<file path="src/rtl/decode_stage_pipe_if.sv">
`default_nettype none
// ----------------------------------------------------------------------------
// decode_stage_pipe_if: IF->decode push, flush, and decode->EX control bundle
// Revision: 1.0
// ----------------------------------------------------------------------------
interface decode_stage_pipe_if #(
  parameter int INSTR_W    = 32,
  parameter int ALU_CODE_W = 5
);
  logic                  if_valid;
  logic                  if_ready;
  logic [INSTR_W-1:0]    if_instr;
  logic [INSTR_W-1:0]    if_pc;
  logic                  flush;
  logic                  ex_ready;
  logic                  id_valid;
  logic [INSTR_W-1:0]    id_pc;
  logic [INSTR_W-1:0]    id_instr;
  logic                  MemtoReg, RegWrite, MemWrite, MemRead, ALUSrcA;
  logic                  ALUSrcB, RegDst, J, JR, Branch;
  logic [ALU_CODE_W-1:0] ALUCode;

  modport master (
    input  if_valid, if_instr, if_pc, flush, ex_ready,
    output if_ready, id_valid, id_pc, id_instr,
    output MemtoReg, RegWrite, MemWrite, MemRead, ALUSrcA,
    output ALUSrcB, RegDst, J, JR, Branch, ALUCode
  );

  modport slave (
    output if_valid, if_instr, if_pc, flush, ex_ready,
    input  if_ready, id_valid, id_pc, id_instr,
    input  MemtoReg, RegWrite, MemWrite, MemRead, ALUSrcA,
    input  ALUSrcB, RegDst, J, JR, Branch, ALUCode
  );
endinterface
`default_nettype wire

</file>
<file path="src/rtl/decode_stage_pipe.sv">
`default_nettype none
// ----------------------------------------------------------------------------
// decode_stage_pipe: queued, registered MIPS decode with load-use bubble
// Revision: 1.0
// ----------------------------------------------------------------------------
module decode_stage_pipe #(
  parameter int INSTR_W     = 32,
  parameter int ALU_CODE_W  = 5,
  parameter int QDEPTH      = 2,
  parameter int LOAD_USE_EN = 1
) (
  input  wire logic           clk,
  input  wire logic           rst_n,
  decode_stage_pipe_if.master bus
);
  localparam int AW = (QDEPTH > 1) ? $clog2(QDEPTH) : 1;
  localparam int PW = AW + 1;

  localparam logic [ALU_CODE_W-1:0]
    ALU_ADD  = ALU_CODE_W'(0),  ALU_AND  = ALU_CODE_W'(1),  ALU_XOR  = ALU_CODE_W'(2),
    ALU_OR   = ALU_CODE_W'(3),  ALU_NOR  = ALU_CODE_W'(4),  ALU_SUB  = ALU_CODE_W'(5),
    ALU_ANDI = ALU_CODE_W'(6),  ALU_XORI = ALU_CODE_W'(7),  ALU_ORI  = ALU_CODE_W'(8),
    ALU_JR   = ALU_CODE_W'(9),  ALU_BEQ  = ALU_CODE_W'(10), ALU_BNE  = ALU_CODE_W'(11),
    ALU_BGEZ = ALU_CODE_W'(12), ALU_BGTZ = ALU_CODE_W'(13), ALU_BLEZ = ALU_CODE_W'(14),
    ALU_BLTZ = ALU_CODE_W'(15), ALU_SLL  = ALU_CODE_W'(16), ALU_SRL  = ALU_CODE_W'(17),
    ALU_SRA  = ALU_CODE_W'(18), ALU_SLT  = ALU_CODE_W'(19), ALU_SLTU = ALU_CODE_W'(20);

  typedef enum logic [0:0] {S_RUN = 1'b0, S_BUBBLE = 1'b1} state_t;

  state_t                state_q;
  logic [PW-1:0]         wr_ptr_q, rd_ptr_q;
  logic [2*INSTR_W-1:0]  mem_q [QDEPTH];
  logic                  id_valid_q;
  logic [INSTR_W-1:0]    id_pc_q, id_instr_q;
  logic [9:0]            ctrl_q;
  logic [ALU_CODE_W-1:0] alu_q;

  logic                  empty, full, avail, advance, hazard, push, pop;
  logic [INSTR_W-1:0]    head_instr, head_pc;
  logic [5:0]            op, funct;
  logic [4:0]            head_rs, head_rt, id_rt;
  logic                  d_mtr, d_rw, d_mw, d_mr, d_sa, d_sb, d_rd, d_j, d_jr, d_br;
  logic                  reads_rt, rtype_wr;
  logic [ALU_CODE_W-1:0] d_alu;
  logic [9:0]            dec_ctrl;

  assign empty = (wr_ptr_q == rd_ptr_q);
  assign full  = (wr_ptr_q[PW-1] != rd_ptr_q[PW-1]) && (wr_ptr_q[AW-1:0] == rd_ptr_q[AW-1:0]);

  // An empty queue bypasses the incoming instruction straight to decode.
  assign {head_instr, head_pc} = empty ? {bus.if_instr, bus.if_pc} : mem_q[rd_ptr_q[AW-1:0]];
  assign avail = !empty || (bus.if_valid && !bus.flush);

  assign op      = head_instr[31:26];
  assign funct   = head_instr[5:0];
  assign head_rs = head_instr[25:21];
  assign head_rt = head_instr[20:16];
  assign id_rt   = id_instr_q[20:16];

  always_comb begin
    {d_mtr, d_rw, d_mw, d_mr, d_sa, d_sb, d_rd, d_j, d_jr, d_br} = '0;
    d_alu    = ALU_ADD;
    reads_rt = 1'b0;
    rtype_wr = 1'b0;
    if (head_instr != '0) begin
      case (op)
        6'h00: begin
          reads_rt = 1'b1;
          rtype_wr = 1'b1;
          case (funct)
            6'h00: begin d_alu = ALU_SLL; d_sa = 1'b1; end
            6'h02: begin d_alu = ALU_SRL; d_sa = 1'b1; end
            6'h03: begin d_alu = ALU_SRA; d_sa = 1'b1; end
            6'h04: d_alu = ALU_SLL;
            6'h06: d_alu = ALU_SRL;
            6'h07: d_alu = ALU_SRA;
            6'h08: begin rtype_wr = 1'b0; d_jr = 1'b1; d_alu = ALU_JR; end
            6'h20, 6'h21: d_alu = ALU_ADD;
            6'h22, 6'h23: d_alu = ALU_SUB;
            6'h24: d_alu = ALU_AND;
            6'h25: d_alu = ALU_OR;
            6'h26: d_alu = ALU_XOR;
            6'h27: d_alu = ALU_NOR;
            6'h2A: d_alu = ALU_SLT;
            6'h2B: d_alu = ALU_SLTU;
            default: rtype_wr = 1'b0;
          endcase
          d_rw = rtype_wr;
          d_rd = rtype_wr;
        end
        6'h01: begin
          if (head_rt == 5'd0) begin d_br = 1'b1; d_alu = ALU_BLTZ; end
          else if (head_rt == 5'd1) begin d_br = 1'b1; d_alu = ALU_BGEZ; end
        end
        6'h02: d_j = 1'b1;
        6'h04: begin d_br = 1'b1; d_alu = ALU_BEQ; reads_rt = 1'b1; end
        6'h05: begin d_br = 1'b1; d_alu = ALU_BNE; reads_rt = 1'b1; end
        6'h06: begin d_br = 1'b1; d_alu = ALU_BLEZ; end
        6'h07: begin d_br = 1'b1; d_alu = ALU_BGTZ; end
        6'h08, 6'h09: begin d_rw = 1'b1; d_sb = 1'b1; end
        6'h0A: begin d_rw = 1'b1; d_sb = 1'b1; d_alu = ALU_SLT;  end
        6'h0B: begin d_rw = 1'b1; d_sb = 1'b1; d_alu = ALU_SLTU; end
        6'h0C: begin d_rw = 1'b1; d_sb = 1'b1; d_alu = ALU_ANDI; end
        6'h0D: begin d_rw = 1'b1; d_sb = 1'b1; d_alu = ALU_ORI;  end
        6'h0E: begin d_rw = 1'b1; d_sb = 1'b1; d_alu = ALU_XORI; end
        6'h23: begin d_mr = 1'b1; d_mtr = 1'b1; d_rw = 1'b1; d_sb = 1'b1; end
        6'h2B: begin d_mw = 1'b1; d_sb = 1'b1; reads_rt = 1'b1; end
        default: ;
      endcase
    end
  end

  assign dec_ctrl = {d_mtr, d_rw, d_mw, d_mr, d_sa, d_sb, d_rd, d_j, d_jr, d_br};

  // ctrl_q[6] is the registered MemRead of the instruction now in EX.
  assign hazard  = (LOAD_USE_EN != 0) && (state_q == S_RUN) && id_valid_q && ctrl_q[6] &&
                   (id_rt != 5'd0) && avail &&
                   ((id_rt == head_rs) || (reads_rt && (id_rt == head_rt)));
  assign advance = !id_valid_q || bus.ex_ready;
  assign pop     = avail && !hazard && advance && !bus.flush;
  assign bus.if_ready = !bus.flush && (!full || pop);
  assign push    = bus.if_valid && bus.if_ready;

  always_ff @(posedge clk) begin
    if (push) mem_q[wr_ptr_q[AW-1:0]] <= {bus.if_instr, bus.if_pc};
  end

  always_ff @(posedge clk or negedge rst_n) begin
    if (!rst_n) begin
      state_q <= S_RUN;
      wr_ptr_q <= '0; rd_ptr_q <= '0;
      id_valid_q <= 1'b0; id_pc_q <= '0; id_instr_q <= '0; ctrl_q <= '0; alu_q <= '0;
    end else if (bus.flush) begin
      state_q <= S_RUN;
      wr_ptr_q <= '0; rd_ptr_q <= '0;
      id_valid_q <= 1'b0; id_pc_q <= '0; id_instr_q <= '0; ctrl_q <= '0; alu_q <= '0;
    end else begin
      if (push) wr_ptr_q <= wr_ptr_q + PW'(1);
      if (pop)  rd_ptr_q <= rd_ptr_q + PW'(1);
      if (pop) begin
        id_valid_q <= 1'b1; id_pc_q <= head_pc; id_instr_q <= head_instr;
        ctrl_q <= dec_ctrl; alu_q <= d_alu;
      end else if (advance) begin
        id_valid_q <= 1'b0; id_pc_q <= '0; id_instr_q <= '0; ctrl_q <= '0; alu_q <= '0;
      end
      if (hazard && advance)        state_q <= S_BUBBLE;
      else if (state_q == S_BUBBLE) state_q <= S_RUN;
    end
  end

  assign bus.id_valid = id_valid_q;
  assign bus.id_pc    = id_pc_q;
  assign bus.id_instr = id_instr_q;
  assign bus.ALUCode  = alu_q;
  assign {bus.MemtoReg, bus.RegWrite, bus.MemWrite, bus.MemRead, bus.ALUSrcA,
          bus.ALUSrcB, bus.RegDst, bus.J, bus.JR, bus.Branch} = ctrl_q;
endmodule
`default_nettype wire

</file>
<file path="src/flat_wrapper.sv">
// flat-port wrapper written by rule: the top's interface ports become plain ports
module decode_stage_pipe_flat 
#(
  parameter int INSTR_W     = 32,
  parameter int ALU_CODE_W  = 5,
  parameter int QDEPTH      = 2,
  parameter int LOAD_USE_EN = 1
)
  (clk, rst_n, bus_if_valid, bus_if_instr, bus_if_pc, bus_flush, bus_ex_ready, bus_if_ready, bus_id_valid, bus_id_pc, bus_id_instr, bus_MemtoReg, bus_RegWrite, bus_MemWrite, bus_MemRead, bus_ALUSrcA, bus_ALUSrcB, bus_RegDst, bus_J, bus_JR, bus_Branch, bus_ALUCode);
  decode_stage_pipe_if #(.INSTR_W(INSTR_W), .ALU_CODE_W(ALU_CODE_W)) bus_i ();
  input  wire logic clk;
  input  wire logic rst_n;
  input wire logic [$bits(bus_i.if_valid)-1:0] bus_if_valid;
  input wire logic [$bits(bus_i.if_instr)-1:0] bus_if_instr;
  input wire logic [$bits(bus_i.if_pc)-1:0] bus_if_pc;
  input wire logic [$bits(bus_i.flush)-1:0] bus_flush;
  input wire logic [$bits(bus_i.ex_ready)-1:0] bus_ex_ready;
  output wire logic [$bits(bus_i.if_ready)-1:0] bus_if_ready;
  output wire logic [$bits(bus_i.id_valid)-1:0] bus_id_valid;
  output wire logic [$bits(bus_i.id_pc)-1:0] bus_id_pc;
  output wire logic [$bits(bus_i.id_instr)-1:0] bus_id_instr;
  output wire logic [$bits(bus_i.MemtoReg)-1:0] bus_MemtoReg;
  output wire logic [$bits(bus_i.RegWrite)-1:0] bus_RegWrite;
  output wire logic [$bits(bus_i.MemWrite)-1:0] bus_MemWrite;
  output wire logic [$bits(bus_i.MemRead)-1:0] bus_MemRead;
  output wire logic [$bits(bus_i.ALUSrcA)-1:0] bus_ALUSrcA;
  output wire logic [$bits(bus_i.ALUSrcB)-1:0] bus_ALUSrcB;
  output wire logic [$bits(bus_i.RegDst)-1:0] bus_RegDst;
  output wire logic [$bits(bus_i.J)-1:0] bus_J;
  output wire logic [$bits(bus_i.JR)-1:0] bus_JR;
  output wire logic [$bits(bus_i.Branch)-1:0] bus_Branch;
  output wire logic [$bits(bus_i.ALUCode)-1:0] bus_ALUCode;
  assign bus_i.if_valid = bus_if_valid;
  assign bus_i.if_instr = bus_if_instr;
  assign bus_i.if_pc = bus_if_pc;
  assign bus_i.flush = bus_flush;
  assign bus_i.ex_ready = bus_ex_ready;
  assign bus_if_ready = bus_i.if_ready;
  assign bus_id_valid = bus_i.id_valid;
  assign bus_id_pc = bus_i.id_pc;
  assign bus_id_instr = bus_i.id_instr;
  assign bus_MemtoReg = bus_i.MemtoReg;
  assign bus_RegWrite = bus_i.RegWrite;
  assign bus_MemWrite = bus_i.MemWrite;
  assign bus_MemRead = bus_i.MemRead;
  assign bus_ALUSrcA = bus_i.ALUSrcA;
  assign bus_ALUSrcB = bus_i.ALUSrcB;
  assign bus_RegDst = bus_i.RegDst;
  assign bus_J = bus_i.J;
  assign bus_JR = bus_i.JR;
  assign bus_Branch = bus_i.Branch;
  assign bus_ALUCode = bus_i.ALUCode;
  decode_stage_pipe #(.INSTR_W(INSTR_W), .ALU_CODE_W(ALU_CODE_W), .QDEPTH(QDEPTH), .LOAD_USE_EN(LOAD_USE_EN)) u_core (.clk(clk), .rst_n(rst_n), .bus(bus_i));
endmodule
</file>
<file path="config.mk">
export PLATFORM = sky130hd
export DESIGN_NAME = decode_stage_pipe_flat
export DESIGN_NICKNAME = d
export VERILOG_FILES = /design/src/rtl/decode_stage_pipe_if.sv /design/src/rtl/decode_stage_pipe.sv /design/src/flat_wrapper.sv
export SDC_FILE = /design/constraint.sdc
export NUM_CORES = 1
export LEC_CHECK = 0
export ABC_AREA = 1
export BUFFER_PORTS_ARGS = -buffer_cell sky130_fd_sc_hd__buf_2
export CAP_MARGIN = 15
export CORE_MARGIN = 3
export CORE_UTILIZATION = 45
export CTS_CLUSTER_DIAMETER = 100
export DETAILED_ROUTE_END_ITERATION = 10
export PLACE_DENSITY = 0.66
export SLEW_MARGIN = 20
export SYNTH_ARGS = -nofsm -noshare
export SYNTH_HDL_FRONTEND = slang
export SYNTH_SLANG_ARGS = --single-unit
export TNS_END_PERCENT = 1
</file>
<file path="constraint.sdc">
create_clock -name clk -period 6.3 [get_ports clk]
set_input_delay 0.63 -clock clk [delete_from_list [all_inputs] [get_ports clk]]
set_output_delay 0.63 -clock clk [all_outputs]
set_load 0.01 [all_outputs]
</file>
==> run metrics <==
H-tree levels 1; Starting DRT DRC Count 407; DRT antenna net count 0; RSZ-0062 raised after global routing false; DIE AREA 23,100 um2; endpoint type of the worst setup path primary output; largest family of logic cells by synthesized area simple AND/OR/NAND/NOR gates; pre-CTS setup slack 1.69 ns; Warnings, synthesis 0; multiplexer share of the synthesized area 0%; sequential cell area fraction in the yosys report 62.0%; worst setup margin 1.42 ns; status finished, final reports clean; clock skew 0.0101 ns; Worst slew margin 31.7%; final hold violations 0; buffer count from post-CTS setup fixing 0; post-synthesis adder-cell area fraction 0%; Sum Neg Setup Slack 0 ns; Avg Inst Size Synth 9.96 um2; MaxCap Viol Count 0; via count 7,141; IO Pins 150; Tcrit/Tclk final 77.5%; clock latency on the worst-skew pair 0.52 ns; critical path class register to primary output; initial antenna violation count 4; initial core utilization 46.7%; Worst-path clk slew 0.06 ns; Filler cells 1,885; Total Routing Usage GR 19.0%; max-slew violation count 0; most frequent cells in the layout 354 x nand2_1, 148 x buf_2, 128 x edfxtp_1; Residual DRC 0; post-CTS sizing 0; Net count, final 1,166; routability congestion estimate 0.888; largest fanout on the critical path 100; Mapped Nets 1,032; top cells by area, synth edfxtp_1 40%, dfrtp_1 22%, nand2_1 14%; row count 52; grt total ovfl 0; CTS tree yes; clk root buf clkbuf_16; P_leak 5.14 nW; drt pass-1 iters 6; max frequency 0.205 GHz; Post-Syn Area 9600 um2; Worst Tran Pin Value 1.02 ns; startpoint types register; IO Port Bufs 149; largest net degree at the start of global routing 101; leading area contributor after synthesis edfxtp_1; worst hold path class input pin to async pin; vias in the first global route 6,859; VDD IR-drop max 0.227 mV; min Tclk post-route 4.88 ns; share of post-route cells with drive strength above 1 23.7%; hold_buf cts 0; Inserted Clock Buffers 23; clock sink total 212; Clock Tree Buf Depth 3; pwr/cell area 472 nW/um2; wire length of the first global-routing pass 36,100 um; Synth top area share 40.1%; Die Ht 152 um; drt wl/cell 16.4 um; area of the multi-input gates 3170 um2; post-detail-place hpwl 15,000 um; Critical Path RT 5.67 ns; post-synthesis simple-gate area fraction 22.9%; synthesized instance count 963; Post-Synth XOR/XNOR Area 0.639%; post-synthesis cell type count 37; P&R area growth vs syn 17.2%; Die X 152 um; register area 5950 um2; routed vias/inst 5.16; Post-Route WL 22,700 um; worst path arrival time 4.25 ns; final setup fails 0; most common library cell in the layout ignoring fill and taps nand2_1; post-synthesis compound-gate area fraction 9.36%; core area 20,600 um2; R2R Setup Slk 1.67 ns; #FFs+latches synth 212
==> power breakdown <==
group	leakage (nW)	internal [mW]	switching, mW
logic	2.46	0.612	1.43
clock network	0.380	0.797	0.560
registers	2.30	1.76	0.143
total	5.14	3.17	2.13
==> routing by layer <==
metal / vias to the layer above / part of all wire [%] / global-route usage [%]
li1: 3493 / - / -
met1: 3391 / 45 / 26.3
met2: 212 / 47 / 31.0
met3: 37 / 5.9 / 4.21
met4: 8 / 1.9 / 3.90
met5: - / 0.16 / 0
==> Yosys cell counts, drive strengths merged <==
library cell and instances:
nand2 373, edfxtp 128, dfrtp 84, o21ai 69, nor2 66, inv 56
a31oi 34, nand3 30, nand3b 26, buf 23, clkbuf 23, a21boi 9
a21oi 9, xor2 7, nand4 5, o22ai 5, nor3 4, a211oi 3
nor4 3, or2 3, o211ai 2, nor3b 1
==> worst max-delay path, stage by stage (launching register included) <==
cell and delay [ns]:
dfrtp_2 0.42, inv_4 0.53, nand2_2 0.15, nand2_4 0.37, nand2_8 0.41, o21ai_1 0.38, nand2_1 0.08, nor2_1 0.09
nand2_1 0.09, nor2_1 0.15, nand2_1 0.15, nand3_1 0.09, nand2_1 0.06, nand2_2 0.08, nand2_4 0.10, a21oi_1 0.26
buf_2 0.19
==> worst paths after layout <==
| path | from | to | depth (start not counted) |
|---|---|---|---|
| max | u_core.rd_ptr_q[0] | bus_if_ready | 16 |
| min | rst_n | u_core.bus.id_instr[25] | 1 |
| max reg2reg | u_core.rd_ptr_q[0] | u_core.mem_q[0][9] | 18 |
| min reg2reg | u_core.bus.ALUCode[2] | u_core.bus.ALUCode[2] | 2 |
| max in group asynchronous | rst_n | u_core.bus.id_pc[30] | 2 |
| min in group clk | bus_if_instr[12] | u_core.mem_q[1][44] | 1 |
==> registers in the layout (all words and copies together) (netlist names) <==
| signal | cells |
|---|---|
| u_core.state_q | 1 |
| u_core.mem_q | 128 |
| u_core.bus.ALUCode | 5 |
| u_core.wr_ptr_q | 2 |
| u_core.ctrl_q | 9 |
| u_core.bus.id_pc | 32 |
| u_core.bus.id_instr | 32 |
| u_core.rd_ptr_q | 2 |
| u_core.bus.id_valid | 1 |
==> stage by stage <==
step           cell area [um2]  power (mW)  utilization, %  std cells  hold slack, ns
2_1_floorplan             9600        3.42               -        963           0.334
3_3_place_gp             10500        3.95            50.9       1342           0.459
3_5_place_dp             10500        3.98            50.9       1342           0.460
4_1_cts                  11200        5.35            54.7       1384          0.0873
5_1_grt                  11200        5.67            54.7       1384           0.110
6_report                 11200        5.31            54.7       1385          0.0767
==> cells by family (layout without fill, tap and decap cells) <==
family | Yosys count | after routing
other | 0 | 1
flip-flops | 212 | 212
AO/OA/AOI/OAI | 131 | 131
buffers and inverters | 102 | 253
AND/OR/NAND/NOR | 511 | 511
XOR/XNOR | 7 | 7
==> cell type report <==
type / instances / area share (%)
sequential: 212 / 52.9
multi-input combinational: 649 / 28.2
timing repair buffer: 155 / 7.16
clock buffer: 28 / 5.55
tap: 270 / 3.00
inverter: 56 / 1.91
clock inverter: 14 / 1.31
antenna: 1 / 0.0222
No activity file was read; power rests on OpenSTA's default activity.
